File: src/rtl/if_stage_ctl.sv
// Instruction-fetch stage controller: PC sequencing, redirect bubbles, stall hold.
// Optional perf counters enabled by IF_STAGE_PERF_CNT_EN.
module if_stage_ctl #(
    parameter logic [31:0] RESET_PC     = 32'h0000_0000,
    parameter logic [31:0] NOP_INSTR    = 32'h0000_0013,
    parameter int unsigned FLUSH_CYCLES = 1
) (
    input  logic        clk,
    input  logic        rst_n,
    input  logic        stall,
    input  logic        branch_taken,
    input  logic [31:0] branch_target,
    input  logic [31:0] instr_in,
    output logic [31:0] pc,
    output logic [31:0] if_id_instr,
    output logic [31:0] if_id_pc,
    output logic        if_id_valid,
    output logic [1:0]  fsm_state
`ifdef IF_STAGE_PERF_CNT_EN
    ,
    output logic [15:0] stall_cycles,
    output logic [15:0] flush_events
`endif
);

    typedef enum logic [1:0] {
        RUN   = 2'b00,
        HOLD  = 2'b01,
        FLUSH = 2'b10
    } state_e;

    localparam logic [1:0] FLUSH_RELOAD = 2'(FLUSH_CYCLES - 1);
    localparam state_e     BR_NEXT      = (FLUSH_CYCLES > 1) ? FLUSH : RUN;

    state_e      state_q, state_d, eff_state;
    logic [31:0] pc_q, pc_d;
    logic [31:0] instr_q, instr_d;
    logic [31:0] ipc_q, ipc_d;
    logic        valid_q, valid_d;
    logic [1:0]  cnt_q, cnt_d;

    always_comb begin
        state_d   = state_q;
        pc_d      = pc_q;
        instr_d   = instr_q;
        ipc_d     = ipc_q;
        valid_d   = valid_q;
        cnt_d     = cnt_q;
        // HOLD resumes whichever state it interrupted, acting this same cycle
        eff_state = state_q;
        if (state_q == HOLD) begin
            eff_state = (cnt_q != 2'd0) ? FLUSH : RUN;
        end
        if (branch_taken) begin
            pc_d    = branch_target & 32'hFFFF_FFFC;
            instr_d = NOP_INSTR;
            ipc_d   = pc_q;
            valid_d = 1'b0;
            cnt_d   = FLUSH_RELOAD;
            state_d = BR_NEXT;
        end else if (stall) begin
            state_d = HOLD;
        end else if (eff_state == FLUSH) begin
            pc_d    = pc_q + 32'd4;
            instr_d = NOP_INSTR;
            ipc_d   = pc_q;
            valid_d = 1'b0;
            cnt_d   = cnt_q - 2'd1;
            state_d = (cnt_q == 2'd1) ? RUN : FLUSH;
        end else begin
            pc_d    = pc_q + 32'd4;
            instr_d = instr_in;
            ipc_d   = pc_q;
            valid_d = 1'b1;
            state_d = RUN;
        end
    end

    always_ff @(posedge clk or negedge rst_n) begin
        if (!rst_n) begin
            state_q <= RUN;
            pc_q    <= RESET_PC;
            instr_q <= NOP_INSTR;
            ipc_q   <= RESET_PC;
            valid_q <= 1'b0;
            cnt_q   <= 2'd0;
        end else begin
            state_q <= state_d;
            pc_q    <= pc_d;
            instr_q <= instr_d;
            ipc_q   <= ipc_d;
            valid_q <= valid_d;
            cnt_q   <= cnt_d;
        end
    end

    assign pc          = pc_q;
    assign if_id_instr = instr_q;
    assign if_id_pc    = ipc_q;
    assign if_id_valid = valid_q;
    assign fsm_state   = state_q;

`ifdef IF_STAGE_PERF_CNT_EN
    logic [15:0] stall_cnt_q, flush_cnt_q;

    always_ff @(posedge clk or negedge rst_n) begin
        if (!rst_n) begin
            stall_cnt_q <= 16'd0;
            flush_cnt_q <= 16'd0;
        end else begin
            if (branch_taken && flush_cnt_q != 16'hFFFF) begin
                flush_cnt_q <= flush_cnt_q + 16'd1;
            end
            if (stall && !branch_taken && stall_cnt_q != 16'hFFFF) begin
                stall_cnt_q <= stall_cnt_q + 16'd1;
            end
        end
    end

    assign stall_cycles = stall_cnt_q;
    assign flush_events = flush_cnt_q;
`endif

endmodule

File: config.mk
export PLATFORM = sky130hd
export DESIGN_NAME = if_stage_ctl
export DESIGN_NICKNAME = d
export VERILOG_FILES = /design/src/rtl/if_stage_ctl.sv
export SDC_FILE = /design/constraint.sdc
export NUM_CORES = 1
export LEC_CHECK = 0
export ABC_AREA = 1
export CORE_MARGIN = 2
export CORE_UTILIZATION = 30
export DETAILED_ROUTE_END_ITERATION = 16
export GPL_ROUTABILITY_DRIVEN = 0
export HOLD_SLACK_MARGIN = 0.02
export PLACE_DENSITY = 0.66
export SETUP_SLACK_MARGIN = 0.4
export SYNTH_ARGS = -nofsm -noshare
export SYNTH_HDL_FRONTEND = slang
export SYNTH_SLANG_ARGS = --single-unit
File: constraint.sdc
create_clock -name clk -period 2.3 [get_ports clk]
set_clock_uncertainty 0.2 [all_clocks]
set_input_delay 0.345 -clock clk [delete_from_list [all_inputs] [get_ports clk]]
set_output_delay 0.345 -clock clk [all_outputs]
set_load 0.05 [all_outputs]
# Yosys cells after proc, flatten, opt, wreduce, memory -nomap -nowiden
# Cells that the tools add are included.
[totals]
input_bits = 68
regBits = 101
[classes]
mux = 19
add_sub_neg = 2
eq_ne = 4
reduce_logical = 3
[ops]
columns = ["op", "count"]
rows = [
  ["32-bit two-way mux", 7],
  ["32-bit by 3-bit adder with 32-bit output (second input constant)", 1],
  ["2-bit two-way mux", 9],
  ["2-bit by 1-bit == test with 1-bit output (second input constant)", 2],
  ["2-bit nonzero test", 2],
  ["1-bit two-way mux", 3],
  ["2-bit == test (second input constant)", 1],
  ["2-bit by 1-bit inequality test with 1-bit output (second input constant)", 1],
  ["2-bit AND reduction", 1],
  ["2-bit by 1-bit subtractor with 2-bit output (second input constant)", 1],
]

# Longest topological paths before layout
# Gate-level depths: netlist of the first run.
[depth]
depth_word = 7
ltp_mapped = 10
depth_no_buf = 10

# Worst setup path after synthesis of the first run
# OpenSTA, ideal clock, no wires.
[synth_path]
path_kind = "register -> register"
from = "reg pc_q[3], in the netlist pc[3]"
to = "reg pc_q[22], in the netlist pc[22]"
n_path_buf = 0
path_slack_ps = 295
arrival_ps = 1687
path_stages_with_launch = 11
synth_period_minus_slack_ps = 2005
t_required_ps = 1982
setup_time_ps = 118
path_cell_list = "dfrtp_1 -> ha_1 -> nand2_2 -> nor2_8 -> nand2_4 -> nor2_4 -> nand2_1 -> nand2_1 -> nand3_1 -> nand2_1 -> nand2_1"
[synth_between]
elab_chain_len = 3
[synth_lines]
columns = ["element", "line", "text"]
rows = [
  ["start, declared", "36", "logic [31:0] pc_q, pc_d;"],
  ["start signal, assigned", "89", "pc_q <= pc_d;"],
  ["32-bit by 3-bit adder with 32-bit output", "64, 71", ""],
  ["32-bit two-way mux", "61", "end else if (stall) begin"],
  ["32-bit two-way mux", "54", "if (branch_taken) begin"],
]
# Every way passes these cells. The select of a mux whose other input is x is not followed.
# A chain may end at the register's enable or synchronous reset.

# Final worst setup path of the first run
[layout_path]
from = "reg pc_q[15], in the netlist pc[15]"
to = "out pc[15]"
[layout_lines]
columns = ["element", "line", "text"]
rows = [
  ["end, declared", "14", "output logic [31:0] pc,"],
]
# No word-level cell between the ends.

==> summary.txt, run 1 <==
Reg-to-reg slack, setup = 0.54 ns
Crit share post-route = 81.1%
Overall power = 4.88 mW
Chip width = 130 µm
CTS root buffer = clkbuf_16
Final setup viols = 0
Max FO, Critical Path = 5
Die area = 0.0169 mm²
CP startpoint kind = register
Headroom to the max-slew limit = 60.7%
Max_cap viols = 0
Post-layout util = 43.9%
Top Layer Used = met4
Nets = 856
Deepest level of the CTS H-tree = 3
CTS tree = done
FF-to-FF path depth = 10
Placed instance area = 0.00666 mm²
Final min period = 1.86 ns
Core ar. = 0.0157 mm²
Initial core utilization = 30.4%
Slew Viols, Final = 0
Worst Hold End = if_id_instr[24]$_DFFE_PN0N_
Row count = 46
DRC = 0
CTS clk-pin slew, worst paths = 0.07 ns
CP cell instances = clkdlybuf4s15_1
Crit end category = output port
Req. time, crit path = 1.75 ns
Initial antenna violation count = 1
Wirelength per Cell = 14.4 µm
Share of cells above drive strength 1 = 11.8%
Warnings from Yosys = 0
RSZ-0062 raised after global routing = no
Final Hold Vio Count = 0
Hpwl dp = 10700 µm
Via density = 4.53
GRT overflow = 0
M1 WL = 6570 µm
CP bufs+invs = 1
WL final = 14500 µm
Synthesis-stage register bit count = 97
VDD IR max = 0.000375 V
Die Y-Extent = 130 µm
Vias = 4560
Synthesized area = 0.00477 mm²
Hold path startpoint = if_id_instr[24]$_DFFE_PN0N_
Vias in the first global route = 4238
Largest net degree at the start of global routing = 76
LEAKAGE = 3.39 nW
Critical path class = register to output port
CTS Buf Count = 9
P&R area growth vs syn = 44.7%
Most frequent cells in the layout = nand2_1, dfrtp_1, nand3_1
First-pass GRT wire length = 22600 µm
R2r endpoint = pc[24]$_DFFE_PN0N_
Post-route cell area = 0.00690 mm²
CTS Sinks = 97
Max frequency = 0.536 GHz
Cells on Worst Hold Path = 2
Total negative slack = 0 ns
Met3 routed WL = 993 µm
Io pins = 167
Family with the most delay on the worst path = buffers and inverters
Reg-to-reg critical path startpoint = pc[3]$_DFFE_PN0N_
Mapped Cells = 619
Clock latency on the worst-skew pair = 0.35 ns
CP arrival = 1.32 ns
Status = finished, final reports clean
Power per cell area = 707 mW/mm²
Post-route ant nets = 0
Worst slew pin tran = 0.590 ns
DR pass1 iterations = 5
Max incr delay on CP = 0.53 ns
Yosys cell types = 32
Commonest non-fill, non-tap cell in the layout = nand2_1
Met2 Wirelength = 6700 µm
Type of the most critical hold path = register to register
Crit-path slowest cell = clkdlybuf4s15_1
Sequential element share of the synthesized area = 50.9%
Input/output buffers = 160
Mapped Avg Cell Area = 7.71 µm²
All-Layer GR Usage = 17.3%
Maximum clock path buffer count = 2
Initial DRC Count = 340
## cell usage after synthesis, drive strengths merged
cell type	n	share of area, %
clkbuf	6	0.47
conb	1	0.079
a21oi	2	0.21
ha	3	0.79
a31o	1	0.18
nor2	44	4.9
dfstp	3	1.7
xor2	1	0.18
nor3	1	0.10
and2	1	0.13
nand4	4	0.52
nor3b	1	0.16
o221ai	1	0.18
nand2	243	19
o211ai	9	1.4
dfrtp	94	49
o22ai	4	0.52
nand3	81	8.5
inv	54	4.2
or2	2	0.26
buf	23	2.6
o21ai	40	4.2
## repair_timing
item / in CTS / in global routing
cloned: 0 / 0
setup endpoints to repair: 93 / 48
gates resized for setup: 119 / 25
pin swaps: 0 / 1
hold buffers: 1 / 0
endpoints found under the hold margin: 38 / 0
setup buffers: 0 / 2
## stage by stage
stage / hold slack [ns] / instances / setup slack [ns]
2_1_floorplan: -0.151 / 622 / 0.463
3_3_place_gp: 0.178 / 987 / 0.289
3_5_place_dp: 0.180 / 987 / 0.241
4_1_cts: 0.279 / 1004 / 0.283
5_1_grt: 0.298 / 1006 / 0.401
6_report: 0.275 / 1007 / 0.436
## state kept, by name, summed over array words and instances, names as in the netlist
register	count
if_id_instr	32
if_id_pc	30
pc	30
cnt_q	2
fsm_state	2
if_id_valid	1
## worst register-to-register path: cells and delay by family (launching register included)
kind                       cells  cell delay (ns)
adders and majority gates      1             0.19
DFF                            1             0.40
and+or+nand+nor                9             0.86
## kinds of logic (layout without fill, tap and decap cells)
logic type / count (synthesis) / after routing / share of synthesized area, %
other: 1 / 5 / 0.0786
AO/OA/AOI/OAI: 57 / 57 / 6.71
adder cells (fa/ha/maj): 3 / 3 / 0.787
AND/OR/NAND/NOR: 377 / 377 / 34.0
buffers and inverters: 83 / 251 / 7.29
XOR/XNOR: 1 / 1 / 0.184
flip-flops: 97 / 97 / 50.9
## power by group
group | internal, mW | switching (mW)
combinational | 0.380 | 0.950
clock | 0.852 | 0.688
sequential | 1.87 | 0.143
## metal layers
| metal | track usage [%] | up-vias |
|---|---|---|
| met5 | 0 | - |
| met4 | 5.69 | 0 |
| met3 | 4.88 | 13 |
| met2 | 26.4 | 127 |
| met1 | 23.7 | 2121 |
| li1 | - | 2299 |
## how the worst max path moves through the flow
stage,startpoint,to,slack [ns],cells after the start
final,pc[15]$_DFFE_PN0N_,pc[15],0.44,1
after global routing,pc[28]$_DFFE_PN0N_,pc[28],0.40,1
after CTS,pc[9]$_DFFE_PN0N_,pc[9],0.28,1
after detailed placement,branch_taken,if_id_instr[4]$_DFFE_PN1N_,0.24,8
after global placement,branch_taken,if_id_instr[28]$_DFFE_PN0N_,0.29,7
after floorplan,pc[3]$_DFFE_PN0N_,pc[22]$_DFFE_PN0N_,0.46,10
## final cells by class
| type | instances | area, µm² |
|---|---|---|
| Sequential cell | 97 | 2430 |
| Tap cell | 216 | 270 |
| Clock inverter | 7 | 78.8 |
| Timing Repair Buffer | 181 | 1670 |
| Multi-Input combinational cell | 442 | 2020 |
| Fill cell | 1582 | 8810 |
| Clock buffer | 9 | 225 |
| Antenna cell | 1 | 2.50 |
| Inverter | 54 | 206 |
Note: power is estimated with default switching activity, not from simulation.
==> inputs of run 2 (changes only) <==
--- a/config.mk
+++ b/config.mk
@@ -11,7 +11,7 @@
 export DETAILED_ROUTE_END_ITERATION = 16
 export GPL_ROUTABILITY_DRIVEN = 0
 export HOLD_SLACK_MARGIN = 0.02
-export PLACE_DENSITY = 0.66
+export PLACE_DENSITY = 0.68
 export SETUP_SLACK_MARGIN = 0.4
 export SYNTH_ARGS = -nofsm -noshare
 export SYNTH_HDL_FRONTEND = slang
==> constraint.sdc (replaced) <==
create_clock -name clk -period 1.6 [get_ports clk]
set_clock_uncertainty 0.2 [all_clocks]
set_input_delay 0.24 -clock clk [delete_from_list [all_inputs] [get_ports clk]]
set_output_delay 0.24 -clock clk [all_outputs]
set_load 0.05 [all_outputs]
==> summary.txt, run 2 (synthesis gave the netlist of run 1 again) <==
Status = finished, violations left
Failing checks = negative setup slack
Maximum clock path buffer count = 2
CP cell instances = nand2_1, nor2_2, nand2_4, nor2_4, nand2_1, nand3_1, nand3_1
GRT overflow = 0
CP bufs+invs = 0
Hpwl dp = 11500 µm
VDD IR max = 0.000510 V
Power per cell area = 862 mW/mm²
Clock latency on the worst-skew pair = 0.35 ns
All-Layer GR Usage = 20.6%
Share of cells above drive strength 1 = 44.6%
CTS clk-pin slew, worst paths = 0.07 ns
Slew Viols, Final = 0
Die area = 0.0169 mm²
M1 GR Usage = 24.4%
Grt met3 use = 8.04%
Reg-to-reg critical path startpoint = pc[9]$_DFFE_PN0N_
Chip width = 130 µm
LEAKAGE = 4.50 nW
Family with the most delay on the worst path = simple AND/OR/NAND/NOR gates
Initial DRC Count = 303
Row count = 46
Layout fillers = 1267
CP startpoint kind = register
Combinational fraction of design power = 38.9%
Die Y-Extent = 130 µm
Post-route ant nets = 0
First-pass GRT wire length = 26700 µm
Crit-path slowest cell = dfrtp_2
Final setup viols = 12
Final Hold Vio Count = 0
Max FFs per register = 32
Input/output buffers = 160
Final setup margin = -0.0899 ns
Max FO, Critical Path = 6
Max frequency = 0.592 GHz
CP arrival = 1.71 ns
Post-layout util = 62.3%
CTS Sinks = 97
CTS tree = done
Sequential power share = 35.2%
Commonest non-fill, non-tap cell in the layout = nand2_1
DRC = 0
Clk pwr share = 26.0%
WL final = 18300 µm
Initial core utilization = 30.4%
Req. time, crit path = 1.62 ns
Max incr delay on CP = 0.42 ns
Switch Pwr = 2.87 mW
Most frequent cells in the layout = nand2_1, buf_12, buf_4
Met2 Use GR = 34.2%
Internal = 5.57 mW
Max_cap viols = 0
Wirelength per Cell = 16.2 µm
Post-Layout Cell Count = 1128
FF-to-FF path depth = 7
Number of diodes = 0
Nets = 978
R2r endpoint = pc[18]$_DFFE_PN0N_
Critical path class = register to register
Largest net degree at the start of global routing = 53
Core ar. = 0.0157 mm²
Type of the most critical hold path = primary input to async pin
Vias in the first global route = 5106
DP Cell Count = 1024
Initial antenna violation count = 0
Switching part of the total power = 34.0%
Deepest level of the CTS H-tree = 3
Setup WS pre-CTS = -0.282 ns
Final min period = 1.69 ns
CTS root buffer = clkbuf_16
Global route hottest layer = met2
Io pins = 167
Crit share post-route = 106%
P&R area growth vs syn = 105%
DR pass1 iterations = 7
Worst setup path start = pc[9]$_DFFE_PN0N_
Reg-to-reg slack, setup = -0.09 ns
Crit end category = register
Vias = 5306
RSZ-0062 raised after global routing = yes
Via density = 4.70
CTS Buf Count = 9
run 2: power groups by stage:
stage	clock network [mW]	registers (mW)	logic, mW
detailed placement	0	2.99	2.84
global route	2.32	2.99	3.44
finish	2.19	2.96	3.28
global placement	0	2.99	2.82
floorplan	0	3.72	0.461
CTS	2.24	2.96	3.10
run 2: worst max-delay path by stage:
stage | to | cells after the start
2_1_floorplan | pc[24]$_DFFE_PN0N_ | 10
5_1_grt | pc[22]$_DFFE_PN0N_ | 9
4_1_cts | pc[22]$_DFFE_PN0N_ | 10
3_5_place_dp | pc[4]$_DFFE_PN0N_ | 7
3_3_place_gp | pc[5]$_DFFE_PN0N_ | 5
6_report | pc[18]$_DFFE_PN0N_ | 7
run 2: final cells by class:
cell class              count  area [µm²]  area share, %
repair buffers            303        4040           41.3
multi-input cells         442        2490           25.4
flip-flops and latches     97        2470           25.2
well taps                 216         270           2.76
clock buffers              13         250           2.56
inverters                  54         233           2.38
clock inverters             3        40.0          0.409
run 2: what timing repair did:
item | 4_1_cts | 5_1_grt
resized for setup | 80 | 78
buffers inserted | 51 | 28
pin swaps | 24 | 27
setup endpoints to repair | 191 | 186
hold endpoints to repair | 97 | 0
cloned | 5 | 3
hold buffers | 1 | 0
run 2: stage by stage:
step	cell area [µm²]	hold slack, ns	setup TNS, ns	power, mW
after CTS	9290	0.112	-0.0779	8.29
final	9790	0.119	-0.549	8.43
after global routing	9790	0.131	-1.53	8.76
after detailed placement	8180	-0.0492	-15.70	5.83
after floorplan	5030	-0.256	-1.13	4.18
after global placement	8180	-0.0521	-13.63	5.81
run 2: per-layer routing:
| metal | share of wire, % | vias up |
|---|---|---|
| met4 | 2.3 | 0 |
| met1 | 38 | 2542 |
| met2 | 50 | 193 |
| met5 | 0 | - |
| met3 | 9.8 | 30 |
| li1 | - | 2541 |
